**src/rtl/mfp8_to_flopoco_pair.sv**
```systemverilog
`default_nettype none
// ============================================================================
// Module      : mfp8_to_flopoco_pair
// Description : E4M3 minifloat pair to FloPoCo (wE=4, wF=3) operand converter
//               with a one-stage valid/ready output register and status.
// Revision    : 1.0 - initial release
// ============================================================================
module mfp8_to_flopoco_pair #(
    parameter int ID    = 1,
    parameter int CNT_W = 8
) (
    input  logic             clk,
    input  logic             rst_n,
    input  logic             in_valid,
    output logic             in_ready,
    input  logic [7:0]       in_a,
    input  logic [7:0]       in_b,
    output logic             out_valid,
    input  logic             out_ready,
    output logic [9:0]       X,
    output logic [9:0]       Y,
    input  logic             stat_clr,
    output logic             nan_seen,
    output logic [CNT_W-1:0] uflow_cnt
);

    localparam logic [CNT_W-1:0] c_cnt_max = {CNT_W{1'b1}};

    logic             r_valid;
    logic [9:0]       r_x;
    logic [9:0]       r_y;
    logic             r_nan;
    logic [CNT_W-1:0] r_cnt;

    logic             w_accept;
    logic             w_nan_a;
    logic             w_nan_b;
    logic             w_flush_a;
    logic             w_flush_b;
    logic [1:0]       w_flush_n;
    logic [CNT_W:0]   w_cnt_sum;
    logic [CNT_W-1:0] w_cnt_next;

    // Exponent bias matches between formats, so normals pass straight through.
    function automatic logic [9:0] f_conv(input logic [7:0] v);
        logic [9:0] r;
        r = {2'b00, v[7], 7'd0};
        if (v[6:3] == 4'hF)
            r[9:8] = (v[2:0] == 3'd0) ? 2'b10 : 2'b11;
        else if (v[6:3] != 4'h0)
            r = {2'b01, v};
        else if (v[2])
            r = {2'b01, v[7], 4'd0, v[1:0], 1'b0};
        return r;
    endfunction

    // Instance tag carries no logic.
    if (ID < 0) begin : g_id_tag
    end

    assign in_ready  = ~r_valid | out_ready;
    assign w_accept  = in_valid & in_ready;

    assign w_nan_a   = (&in_a[6:3]) & (|in_a[2:0]);
    assign w_nan_b   = (&in_b[6:3]) & (|in_b[2:0]);
    assign w_flush_a = ~(|in_a[6:3]) & ~in_a[2] & (|in_a[1:0]);
    assign w_flush_b = ~(|in_b[6:3]) & ~in_b[2] & (|in_b[1:0]);
    assign w_flush_n = {1'b0, w_flush_a} + {1'b0, w_flush_b};

    // One extra sum bit catches overflow so the counter saturates, never wraps.
    assign w_cnt_sum  = {1'b0, r_cnt} + {{(CNT_W-1){1'b0}}, w_flush_n};
    assign w_cnt_next = w_cnt_sum[CNT_W] ? c_cnt_max : w_cnt_sum[CNT_W-1:0];

    always_ff @(posedge clk) begin
        if (!rst_n) begin
            r_valid <= 1'b0;
            r_x     <= 10'd0;
            r_y     <= 10'd0;
        end else if (w_accept) begin
            r_valid <= 1'b1;
            r_x     <= f_conv(in_a);
            r_y     <= f_conv(in_b);
        end else if (out_ready) begin
            r_valid <= 1'b0;
        end
    end

    always_ff @(posedge clk) begin
        if (!rst_n || stat_clr) begin
            r_nan <= 1'b0;
            r_cnt <= '0;
        end else if (w_accept) begin
            r_nan <= r_nan | w_nan_a | w_nan_b;
            r_cnt <= w_cnt_next;
        end
    end

    assign out_valid = r_valid;
    assign X         = r_x;
    assign Y         = r_y;
    assign nan_seen  = r_nan;
    assign uflow_cnt = r_cnt;

endmodule
`default_nettype wire

```
**config.mk**
```make
export PLATFORM = sky130hd
export DESIGN_NAME = mfp8_to_flopoco_pair
export DESIGN_NICKNAME = d
export VERILOG_FILES = /design/src/rtl/mfp8_to_flopoco_pair.sv
export SDC_FILE = /design/constraint.sdc
export NUM_CORES = 1
export LEC_CHECK = 0
export CAP_MARGIN = 20
export CORE_MARGIN = 2
export CORE_UTILIZATION = 33
export CTS_CLUSTER_SIZE = 12
export DETAILED_ROUTE_END_ITERATION = 8
export GPL_ROUTABILITY_DRIVEN = 0
export PLACE_DENSITY = 0.66
export SLEW_MARGIN = 20
export SYNTH_ARGS = -nofsm -noshare
export SYNTH_HDL_FRONTEND = slang
export SYNTH_SLANG_ARGS = --single-unit
```
**constraint.sdc**
```tcl
create_clock -name clk -period 3.3 [get_ports clk]
set_input_delay 0.99 -clock clk [delete_from_list [all_inputs] [get_ports clk]]
set_output_delay 0.99 -clock clk [all_outputs]
set_load 0.02 [all_outputs]
```
==> results of run 1 <==
==> cells in the mapped netlist <==
| cell | number |
|---|---|
| nand2_1 | 22 |
| and4_2 | 1 |
| o2111ai_1 | 2 |
| or3_1 | 2 |
| o22ai_1 | 1 |
| nand4b_1 | 1 |
| nand4_1 | 4 |
| or4_1 | 2 |
| o21ai_0 | 5 |
| nor4_2 | 1 |
| and4b_1 | 1 |
| a211oi_1 | 3 |
| nor2b_2 | 1 |
| dfxtp_1 | 30 |
| nand3_1 | 6 |
| nor2b_1 | 8 |
| a21boi_0 | 7 |
| nor2_1 | 13 |
| inv_1 | 4 |
| a31oi_1 | 3 |
| clkbuf_1 | 4 |
| a22oi_1 | 8 |
| buf_2 | 4 |
| nand2b_1 | 1 |
| nor3_1 | 8 |
| and4_1 | 1 |
| a311oi_1 | 2 |
| a21oi_1 | 7 |
| nand3b_1 | 1 |
| fa_1 | 1 |
==> metrics by stage <==
step           instance area (um^2)  hold WS, ps  power [W]  setup TNS (ps)  utilization, %
3_3_place_gp                   1990          441   0.000542           -2110            53.5
3_5_place_dp                   1990          446   0.000544           -2510            53.5
6_report                       2120          449   0.000801               0            57.1
2_1_floorplan                  1300          529   0.000457               0               -
4_1_cts                        2100          454   0.000810               0            56.6
5_1_grt                        2120          465   0.000842           -25.0            57.1
==> metal layers <==
layer | up-vias | wire [um] | track usage (%)
li1 | 704 | - | -
met1 | 646 | 1580 | 20.6
met2 | 44 | 1790 | 27.5
met3 | 2 | 233 | 5.24
met4 | 0 | 40 | 7.65
met5 | - | 0 | 0
==> cell families (layout without fill, tap and decap cells) <==
kind of cell,Yosys count,after routing,share of synthesized area [%]
simple gates,73,73,28.9
buf+inv,12,83,3.84
fa+ha+maj,1,1,1.54
compound gates,38,38,19.6
flops,30,30,46.1
==> power breakdown <==
part | leakage (nW) | switching (W) | internal [W] | total (W)
logic | 0.487 | 0.0000743 | 0.0000776 | 0.000152
clock network | 0.0383 | 0.000118 | 0.000145 | 0.000263
registers | 0.245 | 0.00000801 | 0.000378 | 0.000386
total | 0.771 | 0.000200 | 0.000600 | 0.000801
==> layout by cell type, fill, tap and decap left out, types with 2 or more instances in the layout <==
cell / instances
dlygate4sd2_1: 2
clkdlybuf4s15_1: 2
o2111ai_1: 2
nor2_1: 12
a21oi_1: 7
nor2b_1: 8
nand3_1: 6
inv_1: 4
buf_4: 21
a22oi_1: 8
nor3_2: 3
nor3_1: 5
a211oi_1: 3
a31oi_1: 3
o21ai_0: 4
a21boi_0: 7
nand4_1: 4
clkbuf_8: 5
or4_4: 2
clkdlybuf4s50_1: 47
dfxtp_1: 30
clkbuf_1: 2
nand2_1: 22
==> worst max-delay path, delay by kind of cell <==
family,cells,cell delay [ps]
and+or+nand+nor,4,1290
buffers and inverters,1,420
adders and majority gates,1,360
AOI/OAI and AO/OA,2,330
==> layout make-up <==
| type | instances | area share (%) |
|---|---|---|
| clock buffers | 7 | 3.60 |
| inverters | 4 | 0.708 |
| multi-input cells | 112 | 33.2 |
| flip-flops and latches | 30 | 28.3 |
| well taps | 48 | 2.83 |
| repair buffers | 72 | 31.4 |
==> worst min-delay path by stage <==
| stage | from | to | slack, ps | cells past startpoint |
|---|---|---|---|---|
| after floorplan | X[8]$_SDFFE_PN0P_ | X[8]$_SDFFE_PN0P_ | 530 | 2 |
| after global placement | X[8]$_SDFFE_PN0P_ | X[8]$_SDFFE_PN0P_ | 440 | 2 |
| after detailed placement | X[8]$_SDFFE_PN0P_ | X[8]$_SDFFE_PN0P_ | 450 | 2 |
| after CTS | X[8]$_SDFFE_PN0P_ | X[8]$_SDFFE_PN0P_ | 450 | 2 |
| after global routing | X[8]$_SDFFE_PN0P_ | X[8]$_SDFFE_PN0P_ | 470 | 2 |
| final | X[8]$_SDFFE_PN0P_ | X[8]$_SDFFE_PN0P_ | 450 | 2 |
==> registers in the layout, summed over array words and instances, names as in the netlist <==
signal	cells
uflow_cnt	8
nan_seen	1
out_valid	1
X	10
Y	10
==> timing repair <==
item | CTS | global route
buffers inserted | 1 | 0
setup endpoints to repair | 4 | 7
gates resized for setup | 15 | 3
pin swaps | 7 | 1
==> impl_metrics.toml, run 1 <==
[status]
status = "finished clean"

[clock_tree]
htreeDepth = 2
cts_tree = "done"
clk_pin_slew_ps = 60
cts_buffers = 5
clockBufferDepth = 2
cts_root_buffer = "clkbuf_8"
clk_latency_ps = 270
cts.sinks = 30
ctsHoldBuffers = 0

[drt]
drcViolationCount = 0
drtIter0Drc = 44
ant_nets = 0
wl_per_cell_um = 13.4
vias = 1396
drt_wl_total_mm = 3.65
via_per_inst = 5.11
first_pass_iters = 4

[grt]
grt_pass1_vias = 1278
grt_overflow_total = 0
grt_max_degree = 28
antenna_found_initial = 0
grtUsageTotal_pct = 17.0
grt_first_pass_wirelength_mm = 5.55

[critical_path]
worstPathRequired_ps = 3490
rrSetupSlack_ps = 1590
worstSetupStartpointType = "input pin"
max_stage_delay_ps = 550
timing.rr.end = "uflow_cnt[0]$_SDFFE_PP0P_"
slowest_stage = "or4_4"
r2r-start = "uflow_cnt[0]$_SDFFE_PP0P_"
end_kind = "flip-flop"
worstSetupStartpoint = "in_a[4]"
critical_path_class = "input pin to flip-flop"
crit_path_end = "uflow_cnt[0]$_SDFFE_PP0P_"
worstPathCellList = "clkdlybuf4s50_1, or4_4, nor2_2, o21ai_2, fa_2, nand3b_1, or3_1, a311oi_2"
r2r_cells = 5
path_max_fanout = 3
arrival_ps = 3400

[yosys]
yosysWarnings = 0
synth.net_count = 176
synthCells = 154
ys_ff_latch = 30
syn-cell-area_um2 = 1300
yosysTopAreaCellShare_pct = 46.1
yosysTopAreaCell = "dfxtp_1"
synth_cell_types = 30
synth.avg_cell_area_um2 = 8.46
seq_area_frac_synth_pct = 46.1
synth_area_leaders = "dfxtp_1 (46%), nand2_1 (6.3%), a22oi_1 (4.6%)"

[place]
port_buffers = 51
dp_cells = 265
dp_hpwl_mm = 2.72
dp_slack_ps = -450

[layout]
final-seq-area_um2 = 601
instances_no_fill = 273
area_delta_synth_final_pct = 62.8
multi_input_area_um2 = 703
insertedDiodeCount = 0
n_fill_cell = 340
nNetsFinal = 247
drive_gt1_share_pct = 17.3

[floorplan]
core_region_area_um2 = 3720
rows = 22
start_util_pct = 35.1
die_h_um = 66.8
fp.dieArea_um2 = 4470
io_pins = 52
die_x_um = 66.8

[timing]
max_freq_mhz = 311
fin_crit_sh_pct = 97.4
slew_violations = 0
setup_slack_ps = 86.7
rsz0062_at_grt = "yes"
fin_crit_ps = 3210
hold_violations = 0
maxSlewHeadroom_pct = 49.3
tightest_slew_ps = 755
clock_skew_ps = 4.58
finalSetupViolations = 0

[pwr]
vdd_drop_max_uv = 238
leakagePower_nw = 0.771
power.density_nw_per_um2 = 378

[min_path]
worstHoldPathType = "flip-flop to flip-flop"

[flow_run]
max_cap_viol_count = 0
(Power assumes the default switching activity.)
==> inputs of run 2 (changes only) <==
--- a/config.mk
+++ b/config.mk
@@ -11,8 +11,7 @@
 export CTS_CLUSTER_SIZE = 12
 export DETAILED_ROUTE_END_ITERATION = 8
 export GPL_ROUTABILITY_DRIVEN = 0
-export PLACE_DENSITY = 0.66
-export SLEW_MARGIN = 20
+export PLACE_DENSITY = 0.73
 export SYNTH_ARGS = -nofsm -noshare
 export SYNTH_HDL_FRONTEND = slang
 export SYNTH_SLANG_ARGS = --single-unit
==> impl_metrics.toml, run 2 (synthesized netlist as in run 1, its figures left out) <==
[min_path]
holdPathStages = 2
worstHoldPathType = "flip-flop to flip-flop"

[layout]
finalInstanceArea_um2 = 2140
nNetsFinal = 250
insertedDiodeCount = 0
final_common_cell = "clkdlybuf4s50_1"
instances_no_fill = 276
area_delta_synth_final_pct = 64.4
final_cell_mix = "clkdlybuf4s50_1 (47), dfxtp_1 (30), buf_4 (24)"
postLayoutCoreUtil_pct = 57.6
final-seq-area_um2 = 601
drive_gt1_share_pct = 18.0
n_fill_cell = 350
multi_input_area_um2 = 702

[clock_tree]
cts_root_buffer = "clkbuf_8"
clk_pin_slew_ps = 60
cts_buffers = 5
cts_tree = "done"
cts.sinks = 30
clockBufferDepth = 2
clk_latency_ps = 270
ctsHoldBuffers = 0
htreeDepth = 2

[place]
dp_hpwl_mm = 2.62
dpl_cell_area_um2 = 2010
port_buffers = 51
dp_cells = 268

[timing]
fin_crit_ps = 3210
maxSlewHeadroom_pct = 73.8
fin_crit_sh_pct = 97.4
hold_violations = 0
finalSetupViolations = 0
setup_tns_ps = 0
slew_violations = 0
tightest_slew_ps = 390
clock_skew_ps = 3.26
rsz0062_at_grt = "no"
max_freq_mhz = 311

[grt]
grt_first_pass_wirelength_mm = 5.71
antenna_found_initial = 0
grtUsageTotal_pct = 17.0
grt_max_degree = 27
grt_pass1_vias = 1271
grt_overflow_total = 0

[pwr]
power_switching_w = 0.000203
leakagePower_nw = 0.785
power.density_nw_per_um2 = 376
seq_power_share_pct = 47.9
vdd_drop_max_uv = 248
internal-power_w = 0.000602
power_switching_share_pct = 25.3
p_clk_share_pct = 33.0
combPwrFrac_pct = 19.1
total_power_w = 0.000806

[critical_path]
path_max_fanout = 3
worstPathRequired_ps = 3480
end_kind = "flip-flop"
r2r_cells = 7
arrival_ps = 3400
critical_path_class = "input pin to flip-flop"
worstSetupStartpointType = "input pin"

[floorplan]
die_h_um = 66.8
core_region_area_um2 = 3720
die_x_um = 66.8
rows = 22
fp.dieArea_um2 = 4470
start_util_pct = 35.1
io_pins = 52

[drt]
wl_per_cell_um = 13.1
drt_wl_total_mm = 3.61
vias = 1386
ant_nets = 0
drcViolationCount = 0
first_pass_iters = 4
via_per_inst = 5.02
drtIter0Drc = 56

[status]
status = "finished clean"

[flow_run]
max_cap_viol_count = 0
-- run 2: cell types whose count changed in the layout (fill, tap and decap cells not counted), sizes merged --
cell | before | now
buf | 21 | 24
clkdlybuf4s15 | 2 | 1
dlygate4sd2 | 2 | 3
-- run 2: final timing paths --
| path | startpoint | end | slack (ps) |
|---|---|---|---|
| hold reg to reg | X[2]$_SDFFE_PN0P_ | X[2]$_SDFFE_PN0P_ | 450 |
| setup / recovery | in_a[4] | uflow_cnt[3]$_SDFFE_PP0P_ | 90 |
| setup reg to reg | uflow_cnt[0]$_SDFFE_PP0P_ | uflow_cnt[3]$_SDFFE_PP0P_ | 1610 |
| hold / removal | X[2]$_SDFFE_PN0P_ | X[2]$_SDFFE_PN0P_ | 450 |
-- run 2: critical path: stages --
cell	delay (ps)
clkdlybuf4s50_1	420
or4_4	570
nor2_4	110
o21ai_2	80
fa_2	350
nand3b_1	240
buf_4	190
nor3_2	120
nor2_1	90
a211oi_2	230
-- run 2: layer usage --
metal  routed length (um)  share of wire [%]  track usage (%)
met5                    0                  0                0
met4                   34               0.94             7.14
met3                  192                5.3             4.22
met2                 1720                 48             26.6
met1                 1660                 46             22.0
-- run 2: what timing repair did --
action                                  in CTS  in global routing
gates cloned                                 0                  0
pin swaps                                   10                  5
gates resized for setup                     15                  2
buffers inserted                             1                  0
endpoints found under the setup margin       4                  4
-- run 2: through the flow --
step	hold WS [ps]	setup slack (ps)
floorplan	529	5.32
global placement	443	-376
detailed placement	446	-442
CTS	456	4.82
global route	466	0.885
finish	451	86.3
-- run 2: power groups by stage --
stage	registers (W)	logic [W]	clock network, W
3_5_place_dp	0.000394	0.000152	0
6_report	0.000386	0.000154	0.000266
4_1_cts	0.000386	0.000154	0.000270
5_1_grt	0.000388	0.000165	0.000290
2_1_floorplan	0.000412	0.0000442	0
3_3_place_gp	0.000394	0.000151	0
-- run 2: layout make-up --
| type | count | share of cell area [%] |
|---|---|---|
| Tap cell | 48 | 2.81 |
| Clock buffer | 7 | 3.57 |
| Multi-Input combinational cell | 112 | 32.8 |
| Timing Repair Buffer | 75 | 32.1 |
| Inverter | 4 | 0.701 |
| Sequential cell | 30 | 28.1 |
